--- config.mk ---
export PLATFORM = sky130hd
export DESIGN_NAME = dmem_port_arbiter
export DESIGN_NICKNAME = d
export VERILOG_FILES = /design/src/rtl/cpu_pkg.sv /design/src/rtl/dmem_port_arbiter.sv
export SDC_FILE = /design/constraint.sdc
export NUM_CORES = 1
export LEC_CHECK = 0
export ABC_AREA = 1
export BUFFER_PORTS_ARGS = -buffer_cell sky130_fd_sc_hd__buf_2
export CAP_MARGIN = 20
export CORE_AREA = 3 3 113 115
export DETAILED_ROUTE_END_ITERATION = 12
export DIE_AREA = 0 0 116 118
export PLACE_DENSITY = 0.6
export RECOVER_POWER = 100
export SLEW_MARGIN = 20
export SYNTH_ARGS = -nofsm -noshare
export SYNTH_HDL_FRONTEND = slang
export SYNTH_SLANG_ARGS = --single-unit
--- constraint.sdc ---
create_clock -name clk_i -period 4 [get_ports clk_i]
set_input_delay 1 -clock clk_i [delete_from_list [all_inputs] [get_ports clk_i]]
set_output_delay 1 -clock clk_i [all_outputs]
set_load 0.1 [all_outputs]
--- src/rtl/cpu_pkg.sv ---
// Shared CPU definitions: default bus widths and the data-memory arbiter state
// encoding.
package cpu_pkg;

   localparam int ADDR_W_DEF = 32;
   localparam int DATA_W_DEF = 32;

   typedef enum logic {
      S_ARB = 1'b0,
      S_ACK = 1'b1
   } arb_state_e;

   // The debug port has waited long enough and must win over the CPU.
   function automatic logic starved(input logic [7:0] cnt, input logic [7:0] limit);
      return (cnt == limit);
   endfunction

endpackage

--- src/rtl/dmem_port_arbiter.sv ---
// Arbitrates the single-port data memory between the CPU MEM stage (priority)
// and a debug/DMA port whose waiting time is bounded by a starvation counter.
module dmem_port_arbiter
   import cpu_pkg::*;
#(
   parameter int ADDR_W     = ADDR_W_DEF,
   parameter int DATA_W     = DATA_W_DEF,
   parameter int STARVE_MAX = 4
) (
   input  logic              clk_i,
   input  logic              rst_i,
   input  logic              cpu_re_i,
   input  logic              cpu_we_i,
   input  logic [ADDR_W-1:0] cpu_addr_i,
   input  logic [DATA_W-1:0] cpu_wdata_i,
   output logic [DATA_W-1:0] cpu_rdata_o,
   output logic              cpu_stall_o,
   input  logic              dbg_req_i,
   input  logic              dbg_we_i,
   input  logic [ADDR_W-1:0] dbg_addr_i,
   input  logic [DATA_W-1:0] dbg_wdata_i,
   output logic              dbg_ack_o,
   output logic [DATA_W-1:0] dbg_rdata_o,
   output logic              mem_re_o,
   output logic              mem_we_o,
   output logic [ADDR_W-1:0] mem_addr_o,
   output logic [DATA_W-1:0] mem_wdata_o,
   input  logic [DATA_W-1:0] mem_rdata_i
);

   localparam logic [7:0] STARVE_MAX_C = 8'(STARVE_MAX);

   arb_state_e        state_q, state_d;
   logic [7:0]        wait_cnt_q, wait_cnt_d;
   logic [DATA_W-1:0] dbg_rdata_q, dbg_rdata_d;
   logic              cpu_req_s;
   logic              dbg_gnt_s;

   assign cpu_req_s = cpu_re_i | cpu_we_i;

   // Debug grant: only from S_ARB, when the CPU is idle or the debug port is starved.
   always_comb begin
      dbg_gnt_s = 1'b0;
      if (state_q == S_ARB) begin
         dbg_gnt_s = dbg_req_i & (~cpu_req_s | starved(wait_cnt_q, STARVE_MAX_C));
      end else begin
         dbg_gnt_s = 1'b0;
      end
   end

   // Next state: a grant always costs exactly one acknowledge cycle.
   always_comb begin
      state_d = state_q;
      case (state_q)
         S_ARB: begin
            if (dbg_gnt_s) begin
               state_d = S_ACK;
            end else begin
               state_d = S_ARB;
            end
         end
         S_ACK:   state_d = S_ARB;
         default: state_d = S_ARB;
      endcase
   end

   // Starvation counter also runs during S_ACK so a held request keeps ageing.
   always_comb begin
      wait_cnt_d = wait_cnt_q;
      if (!dbg_req_i || dbg_gnt_s) begin
         wait_cnt_d = 8'd0;
      end else if (wait_cnt_q < STARVE_MAX_C) begin
         wait_cnt_d = wait_cnt_q + 8'd1;
      end else begin
         wait_cnt_d = wait_cnt_q;
      end
   end

   // Debug read data is captured only on a granted read.
   always_comb begin
      dbg_rdata_d = dbg_rdata_q;
      if (dbg_gnt_s && !dbg_we_i) begin
         dbg_rdata_d = mem_rdata_i;
      end else begin
         dbg_rdata_d = dbg_rdata_q;
      end
   end

   // Memory mux: exactly one source drives the memory strobes in any cycle.
   always_comb begin
      mem_re_o    = 1'b0;
      mem_we_o    = 1'b0;
      mem_addr_o  = cpu_addr_i;
      mem_wdata_o = cpu_wdata_i;
      if (dbg_gnt_s) begin
         mem_re_o    = ~dbg_we_i;
         mem_we_o    = dbg_we_i;
         mem_addr_o  = dbg_addr_i;
         mem_wdata_o = dbg_wdata_i;
      end else begin
         mem_re_o    = cpu_re_i;
         mem_we_o    = cpu_we_i;
         mem_addr_o  = cpu_addr_i;
         mem_wdata_o = cpu_wdata_i;
      end
   end

   // State, counter and debug read-data registers.
   always_ff @(posedge clk_i or negedge rst_i) begin
      if (!rst_i) begin
         state_q     <= S_ARB;
         wait_cnt_q  <= 8'd0;
         dbg_rdata_q <= '0;
      end else begin
         state_q     <= state_d;
         wait_cnt_q  <= wait_cnt_d;
         dbg_rdata_q <= dbg_rdata_d;
      end
   end

   assign cpu_stall_o = cpu_req_s & dbg_gnt_s;
   assign cpu_rdata_o = mem_rdata_i;
   assign dbg_ack_o   = (state_q == S_ACK);
   assign dbg_rdata_o = dbg_rdata_q;

endmodule

---- Yosys cells after proc, flatten, opt, wreduce, memory -nomap -nowiden ----
Cells that the tools add are included.
storage, ports and cells
  bits in registers ....................... 41
  latch bits .............................. 0
  bits in writable memories ............... 0
  memory bits (read-only) ................. 0
  input port bits ......................... 166
  word-level logic and storage cells ...... 27
  memories kept ........................... 0
operators by class
  $add $sub $neg .......................... 1
  multiply operators ...................... 0
  div/mod/pow operators ................... 0
  magnitude comparators ................... 1
  eq/ne operators ......................... 1
  shift operators ......................... 0
  mux-type cells .......................... 9
  bitwise operators ....................... 7
  reductions and logical operators ........ 5
operators by type and width
  operator             number
  $mux 32              2
  $mux 8               2
  $add 8x1->8 const B  1
  $eq 8x3->1 const B   1
  $lt 8x3->1 const B   1
  $mux 1               4
  $not 1->1            3
  $and 1x1->1          2
  $logic_not 1->1      2
  $or 1x1->1           2
  $pmux 1 s2           1
  $reduce_bool 2->1    1
  $logic_and 1x1->1    1
  $logic_or 1x1->1     1

---- Logic depth before layout (Yosys ltp) ----
  word-level depth ........................ 7
  depth in mapped cells ................... 10

---- Worst setup path before layout ----
Ideal clock, no wire load.
  path type ............................... input -> output
  start point ............................. input port cpu_re_i
  end point ............................... output port mem_we_o
  data arrival time ....................... 3.821 ns
  data required time ...................... 3.000 ns
  slack ................................... -0.821 ns
  stages .................................. 5
  path buffers ............................ 1
  cell sequence ........................... or2_2 > o21ai_4 > nand2_2 > buf_2 > o21ai_0
between the ends
  cells in the longest elaborated chain, start to end .. 6
RTL lines
  item         RTL line                 source
  from (decl)  dmem_port_arbiter.sv:12  input logic cpu_re_i,
  $or 1x1->1   dmem_port_arbiter.sv:39  assign cpu_req_s = cpu_re_i | cpu_we_i;
  $not 1->1    dmem_port_arbiter.sv:45  dbg_gnt_s = dbg_req_i & (~cpu_req_s | starved(wait_cnt_q, STARVE_MAX_C));
  $or 1x1->1   dmem_port_arbiter.sv:45
  $and 1x1->1  dmem_port_arbiter.sv:45
  $mux 1       dmem_port_arbiter.sv:44  if (state_q == S_ARB) begin
  $mux 1       dmem_port_arbiter.sv:95  if (dbg_gnt_s) begin
  to (decl)    dmem_port_arbiter.sv:25  output logic mem_we_o,
No other way between the ends.

---- Worst setup path after layout ----
  start point ............................. input port cpu_re_i
  end point ............................... output port mem_addr_o[11]
between the ends
  cells in the longest elaborated chain, start to end .. 6
RTL lines
  item         RTL line                 source
  $or 1x1->1   dmem_port_arbiter.sv:39
  $not 1->1    dmem_port_arbiter.sv:45
  $or 1x1->1   dmem_port_arbiter.sv:45
  $and 1x1->1  dmem_port_arbiter.sv:45
  $mux 1       dmem_port_arbiter.sv:44
  $mux 32      dmem_port_arbiter.sv:95
  to (decl)    dmem_port_arbiter.sv:26  output logic [ADDR_W-1:0] mem_addr_o,
No other way between the ends.

==> flow_summary.json <==
{
  "avgSynthCellArea_um2": 6.43,
  "crit_path_end_kind": "output pin",
  "worst_slew_pin_slew_ns": 2.24,
  "via_count": 3630,
  "grt_pass1_wl_mm": 19.3,
  "yosysSeqAreaShare_pct": 36.8,
  "hp-start": "dbg_rdata_o[23]$_DFFE_PN0P_",
  "cts_resized": 0,
  "dr.pass1.iters": 5,
  "final_nets": 855,
  "violations": "capacitance limit, slew limit",
  "cell_internal_pwr_w": 0.00117,
  "ant_nets": 0,
  "htreeDepth": 2,
  "syn2layout_area_growth_pct": 86.1,
  "cts_tree": "built",
  "io_pins": 298,
  "mostFrequentLayoutCells": "nand2_1, buf_2, clkbuf_1",
  "clockPowerShare_pct": 16.2,
  "setup_viol": 0,
  "leakage_nw": 2.91,
  "crit_required_ns": 3.00,
  "synth_top_area_share_pct": 36.8,
  "seq_area_um2": 1030,
  "clock_latency_ns": 0.28,
  "synth.net_count": 602,
  "antenna_found_initial": 3,
  "fin_crit_sh_pct": 91.0,
  "dieWidth_um": 116,
  "stdcell_area_um2": 5190,
  "maxCapViolations": 1,
  "cp-startpoint": "cpu_re_i",
  "worstSetupPathType": "input port to output pin",
  "grt_max_degree": 69,
  "fin_util_pct": 43.6,
  "initial_core_util_pct": 23.4,
  "synth_area_leaders": "dfrtp_1, nand2_1, buf_4",
  "power_w": 0.00285,
  "max_freq_ghz": 0.275,
  "synth_cell_type_count": 18,
  "placed_area_um2": 5170,
  "met3_usage_pct": 4.42,
  "whs_ns": 0.468,
  "routed_wirelength_mm": 13.8,
  "clk_pin_slew_worst_paths_ns": 0.06,
  "r2r_cells": 9,
  "clk_path_buf_depth": 2,
  "cp_max_fo": 68,
  "p_comb_share_pct": 64.6,
  "outcome": "complete, but fails checks",
  "startpoint_type": "input port",
  "yosysTopAreaCell": "dfrtp_1",
  "rows": 40,
  "cts_made_buffers": 5,
  "drcViolationCount": 0,
  "p_seq_share_pct": 19.3,
  "relSlewSlack_pct": -49.0,
  "core_area_um2": 11900,
  "layout-drive-gt1-share_pct": 36.2,
  "post-cts-setup-buffers": 0,
  "tns_ns": 0,
  "die_h_um": 118,
  "grt_busiest_layer": "met2",
  "portBuffers": 297,
  "layout_commonest_cell": "nand2_1",
  "ctsHoldBuffers": 0,
  "layout_min_cycle_time_ns": 3.64,
  "irDropWorstVdd_uv": 338,
  "yosysWarnings": 0,
  "crit_arrival_ns": 2.64,
  "vias_per_cell": 4.34,
  "place.gp.congestion": 0.843,
  "cts-root-buf": "clkbuf_16",
  "finalClockSkew_ns": 0.00674,
  "cts.sinks": 41,
  "p_sw_share_pct": 58.9,
  "min_path_type": "flop to flop",
  "wire_per_inst_um": 16.5,
  "grt-ovfl-total": 0,
  "grt_use_total_pct": 18.4,
  "drt_iter0_drc": 255,
  "hold_depth": 2,
  "syn_area_um2": 2790,
  "first_global_vias": 3462,
  "grt_use_met1_pct": 22.2,
  "fillers": 1265,
  "dp_hpwl_mm": 11.1,
  "met2_usage_pct": 32.7,
  "hold_viol": 0,
  "synth-seq-cells": 41,
  "reg2reg_from": "wait_cnt_q[0]$_DFFE_PN0P_",
  "grt_setup_unrepaired": "false",
  "syn_inst": 434,
  "multi_input_area_um2": 1330,
  "slew_violations": 42,
  "power_density_nw_per_um2": 549,
  "p_switching_w": 0.00168,
  "dieArea_um2": 13700
}
[worst paths after layout]
path	to	slack [ns]
worst min register to register	dbg_rdata_o[23]$_DFFE_PN0P_	0.47
worst max register to register	dbg_rdata_o[14]$_DFFE_PN0P_	1.38
max in group asynchronous	dbg_rdata_o[6]$_DFFE_PN0P_	1.35
worst min-delay path	dbg_rdata_o[23]$_DFFE_PN0P_	0.47
worst max-delay path	mem_addr_o[11]	0.36
min in group asynchronous	dbg_rdata_o[14]$_DFFE_PN0P_	1.38
[state kept, by name, summed over array words and instances (netlist names)]
| register | flops |
|---|---|
| dbg_ack_o | 1 |
| wait_cnt_q | 8 |
| dbg_rdata_o | 32 |
[power groups by stage]
| stage | Combinational, W | Sequential (W) | Clock [W] |
|---|---|---|---|
| 6_report | 0.00184 | 0.000549 | 0.000462 |
| 5_1_grt | 0.00190 | 0.000559 | 0.000493 |
| 4_1_cts | 0.00189 | 0.000546 | 0.000479 |
| 3_5_place_dp | 0.00189 | 0.000548 | 0 |
| 3_3_place_gp | 0.00189 | 0.000551 | 0 |
| 2_1_floorplan | 0.000765 | 0.00115 | 0 |
[routing by layer]
layer | share of wire [%] | wire, um
met5 | 0.25 | 34
met4 | 1.4 | 187
met3 | 9.6 | 1330
met2 | 49 | 6770
met1 | 40 | 5450
[worst max-delay path, stage by stage]
cell,delay [ns]
clkbuf_1,0.09
or2_2,0.12
o21ai_0,0.14
nand2_2,0.11
buf_4,0.57
nand2_1,0.10
nand2_1,0.14
clkbuf_4,0.34
[cell type report]
class	count	area share (%)
timing repair buffer	304	46.9
multi-input combinational	322	25.6
sequential	41	19.8
tap	147	3.54
clock buffer	5	2.41
inverter	13	0.940
clock inverter	3	0.844
antenna	1	0.0482
[metrics by stage]
stage               instances  setup WS [ns]
floorplan                 434          0.460
detailed placement        827          0.445
global route              836          0.177
finish                    836          0.360
CTS                       835          0.436
global placement          827          0.427
[cells in the mapped netlist (all sizes together)]
master and instances:
or2 1, a21oi 1, ha 2, inv 12, nand3 4, dfrtp 41, o21ai 2, nand4 33
nand2 267, nor2 12, clkinv 1, clkbuf 16, buf 42
[kinds of logic (layout without fill, tap and decap cells)]
kind of cell | after synthesis | after routing | share of synthesized area [%]
simple gates | 317 | 317 | 46.0
other cells | 0 | 1 | 0
fa+ha+maj | 2 | 2 | 0.897
buf+inv | 71 | 325 | 15.4
compound gates | 3 | 3 | 0.942
flops | 41 | 41 | 36.8
No activity file was read; power rests on OpenSTA's default activity.
